<file path="src/rtl/pipeline_pkg.sv">
// pipeline_pkg: shared pipeline-control types and constants
package pipeline_pkg;
  typedef enum logic [1:0] {
    ST_RUN      = 2'd0,
    ST_MEM_WAIT = 2'd1,
    ST_ERROR    = 2'd2
  } state_t;
  localparam logic [31:0] NOP_INSN = 32'h00000013;
endpackage

</file>
<file path="src/rtl/hazard_stall_controller_sat_counter.sv">
// sat_counter: up-counter that sticks at all-ones, with sync clear
module sat_counter #(
  parameter int W = 32
) (
  input  logic         clk,
  input  logic         reset,
  input  logic         inc,
  input  logic         clear,
  output logic [W-1:0] count
);
  always_ff @(posedge clk or posedge reset)
    if (reset) count <= '0;
    else if (clear) count <= '0;
    else if (inc && count != '1) count <= count + 1'b1;
endmodule

</file>
<file path="src/rtl/hazard_stall_controller.sv">
// hazard_stall_controller: load-use stall, branch flush and memory-wait freeze sequencing
module hazard_stall_controller
  import pipeline_pkg::*;
#(
  parameter int MEM_TIMEOUT = 64,
  parameter int CNT_W       = 32
) (
  input  logic             clk,
  input  logic             reset,
  input  logic [4:0]       id_rs1,
  input  logic [4:0]       id_rs2,
  input  logic             id_uses_rs2,
  input  logic             id_ex_mem_read,
  input  logic [4:0]       id_ex_rd,
  input  logic             branch_taken,
  input  logic             mem_req,
  input  logic             mem_ready,
  output logic             pc_write,
  output logic             if_id_write,
  output logic             if_id_flush,
  output logic             id_ex_bubble,
  output logic             ex_mem_write,
  output logic             mem_wb_bubble,
  output logic             mem_error,
  output logic [CNT_W-1:0] stall_cycles,
  output logic [CNT_W-1:0] flush_count
);
  localparam int TW = $clog2(MEM_TIMEOUT) + 1;
  localparam logic [TW-1:0] LIMIT = TW'(MEM_TIMEOUT - 1);
  state_t state, state_nx;
  logic [TW-1:0] tcnt, tcnt_nx;
  logic err_nx, freeze, load_use, act, fz, br, lu;
  assign load_use = id_ex_mem_read && id_ex_rd != 5'd0 &&
                    (id_ex_rd == id_rs1 || (id_uses_rs2 && id_ex_rd == id_rs2));
  always_ff @(posedge clk or posedge reset)
    if (reset) begin
      state     <= ST_RUN;
      tcnt      <= '0;
      mem_error <= 1'b0;
    end else begin
      state     <= state_nx;
      tcnt      <= tcnt_nx;
      mem_error <= mem_error | err_nx;
    end
  always_comb begin
    state_nx = state;
    tcnt_nx  = tcnt;
    err_nx   = 1'b0;
    freeze   = 1'b0;
    if (state == ST_RUN) begin
      if (mem_req && !mem_ready) begin
        freeze   = 1'b1;
        state_nx = ST_MEM_WAIT;
        tcnt_nx  = TW'(1);
      end
    end else if (state == ST_MEM_WAIT) begin
      if (mem_ready) begin
        state_nx = ST_RUN;
        tcnt_nx  = '0;
      end else begin
        freeze  = 1'b1;
        tcnt_nx = tcnt + 1'b1;
        if (tcnt_nx >= LIMIT) begin
          err_nx   = 1'b1;
          state_nx = ST_ERROR;
        end
      end
    end else begin
      freeze = 1'b1;
    end
  end
  // reset forces the enables high immediately, independent of state and inputs
  assign fz            = !reset && freeze;
  assign act           = !reset && !freeze;
  assign br            = act && branch_taken;
  assign lu            = act && !branch_taken && load_use;
  assign pc_write      = !fz && !lu;
  assign if_id_write   = !fz && !lu;
  assign if_id_flush   = br;
  assign id_ex_bubble  = br || lu;
  assign ex_mem_write  = !fz;
  assign mem_wb_bubble = fz;
  sat_counter #(.W(CNT_W)) u_stall (
    .clk(clk), .reset(reset), .inc(!pc_write), .clear(1'b0), .count(stall_cycles)
  );
  sat_counter #(.W(CNT_W)) u_flush (
    .clk(clk), .reset(reset), .inc(br), .clear(1'b0), .count(flush_count)
  );
endmodule

</file>
<file path="config.mk">
export PLATFORM = sky130hd
export DESIGN_NAME = hazard_stall_controller
export DESIGN_NICKNAME = d
export VERILOG_FILES = /design/src/rtl/pipeline_pkg.sv /design/src/rtl/hazard_stall_controller_sat_counter.sv /design/src/rtl/hazard_stall_controller.sv
export SDC_FILE = /design/constraint.sdc
export NUM_CORES = 1
export LEC_CHECK = 0
export ABC_AREA = 1
export BUFFER_PORTS_ARGS = -buffer_cell sky130_fd_sc_hd__buf_2
export CAP_MARGIN = 20
export CORE_ASPECT_RATIO = 1.75
export CORE_MARGIN = 2
export CORE_UTILIZATION = 60
export CTS_CLUSTER_SIZE = 16
export DETAILED_ROUTE_END_ITERATION = 10
export PLACE_DENSITY = 0.85
export SYNTH_ARGS = -nofsm -noshare
export SYNTH_HDL_FRONTEND = slang
export SYNTH_SLANG_ARGS = --single-unit
</file>
<file path="constraint.sdc">
create_clock -name clk -period 5.9 [get_ports clk]
set_input_delay 0.59 -clock clk [delete_from_list [all_inputs] [get_ports clk]]
set_output_delay 0.59 -clock clk [all_outputs]
set_load 0.01 [all_outputs]
</file>
## Yosys cells after proc, flatten, opt, wreduce, memory -nomap -nowiden

Cells that the tools add are included.

- Add/subtract/negate cells: 3
- Reductions and logical operators: 27
- Eq/ne operators: 6
- Bitwise gates (word level): 1
- Order comparisons: 1
- Multiplexer cells: 17

Operator list:

| cell | number |
|---|---|
| $add A32 B1 Y32 const B | 2 |
| $ne A32 B32 Y1 const B | 2 |
| $mux W7 | 4 |
| $logic_and A1 B1 Y1 | 12 |
| $eq A5 B5 Y1 | 2 |
| $mux W2 | 5 |
| $mux W1 | 8 |
| $add A7 B1 Y7 const B | 1 |
| $ge A7 B6 Y1 const B | 1 |
| $logic_not A1 Y1 | 7 |
| $reduce_bool A5 Y1 | 1 |
| $reduce_and A3 Y1 | 1 |
| $reduce_bool A3 Y1 | 1 |
| $eq A2 B1 Y1 const B | 1 |
| $logic_not A2 Y1 | 1 |
| $logic_or A1 B1 Y1 | 2 |
| $ne A2 B1 Y1 const B | 1 |
| $reduce_and A2 Y1 | 1 |
| $reduce_bool A2 Y1 | 1 |
| $or A1 B1 Y1 | 1 |

- Input port bits: 22
- Output and inout port bits: 71
- Word-level logic and storage cells: 60
- Register bits after elaboration: 74

## Longest topological paths before layout

- Depth in word-level cells: 12
- Depth in mapped cells: 14
- Depth with buffers taken out: 13

## Cells and area by module

A second synthesis with hierarchy kept.

- Cells, all modules: 841
- Area total of the unflattened synthesis: 5361.4 um^2

Modules (own cells, without submodules):

| module | times used | area an instance (um^2) | cells each | sequential area each (um^2) |
|---|---|---|---|---|
| sat_counter | 2 | 2274.7 | 360 | 800.8 |
| hazard_stall_controller | 1 | 812.0 | 121 | 250.2 |

## Worst setup path before layout

OpenSTA, ideal clock, no wires.

- Path type: input to output
- From: input reset
- To: output pc_write
- Required time: 5.310 ns
- Setup slack: 2.053 ns
- Cell stages on the path: 8
- Arrival: 3.257 ns
- Buffers on the path: 2
- Cells stage by stage: inv_1 nand2_1 nor2_1 nand2_1 nand2_1 buf_2 inv_1 buf_4

- Longest elaborated chain between the ends: 6
- Elaborated cells on any way between the ends: 8
- Classes of those cells: 8 x reduce/logical

RTL lines:

| item | line | text |
|---|---|---|
| from (decl) | hazard_stall_controller.sv:9 | `input logic reset,` |
| $logic_not A1 Y1 (no source line) * | -- |  |
| $logic_and A1 B1 Y1 | hazard_stall_controller.sv:74 | `assign act = !reset && !freeze;` |
| $logic_and A1 B1 Y1 (2 in series) | hazard_stall_controller.sv:76 | `assign lu = act && !branch_taken && load_use;` |
| $logic_not A1 Y1 | -- |  |
| $logic_and A1 B1 Y1 * | -- |  |
| to (decl) | hazard_stall_controller.sv:18 | `output logic pc_write,` |

Mark *: on every way between the ends. The rest lies on a longest branch, timed or not.

## Worst setup path in the final report

- From: input reset
- To: output pc_write

- Longest elaborated chain between the ends: 6
- Elaborated cells on any way between the ends: 8
- Classes of those cells: 8 x reduce/logical

RTL lines:

| item | line | text |
|---|---|---|
| $logic_not A1 Y1 (no source line) * | -- |  |
| $logic_and A1 B1 Y1 | hazard_stall_controller.sv:74 |  |
| $logic_and A1 B1 Y1 (2 in series) | hazard_stall_controller.sv:76 |  |
| $logic_not A1 Y1 | hazard_stall_controller.sv:77 | `assign pc_write = !fz && !lu;` |
| $logic_and A1 B1 Y1 * | hazard_stall_controller.sv:77 |  |

Marks and branches as above.

==> flow_metrics.py <==
metrics = {
    "place": {
        "port_buffers": 92,
        "dp_cells": 947,
        "post-place-ws_ns": 2.66,
        "place_hpwl_um": 10900,
        "place_area_um2": 5540,
        "gp_congestion": 0.954,
    },
    "global_routing": {
        "grt_pass1_wl_um": 24100,
        "grt.overflow.total": 0,
        "grt_max_degree": 76,
        "grt_pass1_vias": 5363,
        "grtUsageTotal_pct": 33.3,
        "antenna_found_initial": 0,
    },
    "routing": {
        "drc_errors": 0,
        "drtAntennaViolNets": 0,
        "avgViaCountPerCell": 5.66,
        "first_pass_iters": 5,
        "wl_um": 14600,
        "num_vias": 5451,
        "avgRoutedWirePerCell_um": 15.2,
        "drt_iter0_drc": 404,
    },
    "floorplan": {
        "die_h_um": 126,
        "core_area_um2": 8260,
        "die_area_um2": 9230,
        "start_util_pct": 61.4,
        "die_w_um": 73.5,
        "rows": 44,
        "pin_count": 93,
    },
    "critical_path": {
        "path_buf_inv": 6,
        "endpoint": "pc_write",
        "crit_type": "input port to output port",
        "path_depth": 10,
        "crit_family": "buffers and inverters",
        "critical_path.slowest_cell": "buf_4",
        "required_ns": 5.31,
        "critPathMaxFanout": 75,
        "critPathCaptureType": "output port",
        "crit_path_start_kind": "input port",
        "crit_arrival_ns": 2.60,
        "path_cells": "buf_2 > inv_2 > buf_4 > nand2_1 > nor2_1 > nand2_1 > nand2_1 > buf_4 > inv_1 > buf_2",
        "slowest_delay_ns": 0.70,
        "crit_path_start": "reset",
        "rr_endpoint": "u_stall.count[13]",
        "reg2reg_depth": 7,
        "crit_top_cell": "nand2_1",
        "rr_startpoint": "u_stall.count[0]",
        "reg2reg_slack_ns": 2.97,
    },
    "finish": {
        "layout.nets": 892,
        "layout-drive-gt1-share_pct": 15.7,
        "area_growth_pct": 14.9,
        "final_area_um2": 5820,
        "antenna_cells": 0,
        "layoutNonFillerInstCount": 963,
    },
    "cts": {
        "path_clk_slew_ns": 0.05,
        "cts_setup_buffers": 0,
        "cts_tree": "yes",
        "clk-insertion-delay-late_ns": 0.34,
        "clockBufferDepth": 2,
        "cts_resized": 0,
        "ctsHoldBuffers": 0,
        "cts.sinks": 74,
        "numCtsBuffers": 9,
        "ctsHtreeMaxLevel": 3,
        "cts_root_buf": "clkbuf_16",
    },
    "worst_hold_path": {
        "min_path_type": "flip-flop to flip-flop",
    },
    "sta": {
        "relSlewSlack_pct": 35.0,
        "hold_ws_ns": 0.490,
        "max_slew.worst_pin.slew_ns": 0.974,
        "post-route-min-period_ns": 3.19,
        "fin_skew_ns": 0.00529,
        "slew_viol_final": 0,
        "fmax_mhz": 314,
        "fin_crit_sh_pct": 54.1,
        "finalHoldViolations": 0,
        "setup_viol": 0,
        "rsz0062_at_grt": "no",
        "setup_slack_ns": 2.71,
        "tns_ns": 0,
    },
    "pwr": {
        "p_leak_nw": 3.04,
        "powerDensity_nw_per_um2": 204,
        "vdd_drop_max_mv": 0.165,
    },
    "synth": {
        "syn_area_per_cell_um2": 6.51,
        "synthFlopType": "dfrtp_1",
        "synth_top_area_share_pct": 36.5,
        "yosysMostFrequentCell": "nand2_1",
        "synth_seq_cells": 74,
        "yosys_warnings": 0,
        "synthTopCellsByArea": "dfrtp_1 (37%), nand2_1 (24%), nor2_1 (7.6%)",
        "yosys-top-cells-count": "nand2_1 (328), nor2_1 (102), dfrtp_1 (74)",
        "syn_area_um2": 5070,
        "synth_seq_area_share_pct": 36.5,
        "syn-instance-count": 778,
        "synthesis.nets": 804,
        "synth_edf_count": 0,
        "synth-async-reset-ratio_pct": 100,
        "ys_types": 29,
        "yosys.area.top_type": "dfrtp_1",
    },
    "run_status": {
        "status": "complete, no violations",
    },
    "job": {
        "cap_viol_max_count": 0,
    },
}
## cell type report
class / count / area [um^2]
Inverter: 70 / 263
Tap cell: 92 / 115
Clock inverter: 4 / 26.3
Sequential cell: 74 / 1850
Clock buffer: 12 / 256
Fill cell: 728 / 2440
Timing Repair Buffer: 94 / 475
Multi-Input combinational cell: 617 / 2830
## logic make-up after synthesis
| kind of cell | after synthesis | share of synthesized area (%) |
|---|---|---|
| xor gates and xnor gates | 29 | 5.01 |
| DFF | 74 | 36.5 |
| and+or+nand+nor | 548 | 46.2 |
| adders and majority gates | 4 | 0.988 |
| AOI/OAI and AO/OA | 36 | 3.73 |
| buffers and inverters | 87 | 7.53 |
## worst min-delay path by stage
| stage | start | to | slack (ns) | cells past startpoint |
|---|---|---|---|---|
| floorplan | state[0] | state[0] | 0.48 | 2 |
| global placement | mem_error | mem_error | 0.46 | 2 |
| detailed placement | mem_error | mem_error | 0.48 | 2 |
| CTS | mem_error | mem_error | 0.49 | 2 |
| global route | mem_error | mem_error | 0.52 | 2 |
| finish | mem_error | mem_error | 0.49 | 2 |
## per-layer routing
metal | global-route usage [%] | up-vias | routed length [um]
met5 | 0 | - | 0
met4 | 19.4 | 0 | 772
met3 | 5.64 | 65 | 694
met2 | 60.6 | 220 | 8150
met1 | 33.9 | 2550 | 5020
li1 | - | 2616 | -
## placed cells by master, fill, tap and decap left out, types with 2 or more instances in the layout
cell,count
inv_1,62
inv_2,8
nor2_1,102
nand2_2,6
ha_1,4
o22ai_1,5
o21ai_1,7
nor2_2,5
xor2_1,17
clkbuf_8,2
buf_2,92
buf_4,2
clkinv_2,2
dfrtp_1,74
nor3_1,11
nand3b_1,19
nand2_1,328
xnor2_1,12
nand3_1,55
nand3_2,3
clkbuf_16,9
nand4_1,12
o21ai_0,23
## report_power, final
part	internal, mW	leakage [nW]	switching [mW]
combinational	0.0432	1.96	0.0718
clock	0.307	0.139	0.216
sequential	0.524	0.935	0.0239
total	0.874	3.04	0.312
## stage by stage
stage,total power [mW],utilization [%]
after floorplan,0.629,-
after global placement,0.668,67.1
after CTS,1.19,70.5
final,1.19,70.5
after detailed placement,0.673,67.1
after global routing,1.23,70.5
## worst register-to-register path, delay by kind of cell (launching register included)
family	cells	cell delay, ns
AND/OR/NAND/NOR	6	2.10
adder cells (fa/ha/maj)	1	0.32
flip-flops	1	0.45
## state kept, by name, summed over array words and instances (netlist names)
signal         cells
tcnt               7
u_flush.count     32
mem_error          1
state              2
u_stall.count     32
No activity file was read; power rests on OpenSTA's default activity.
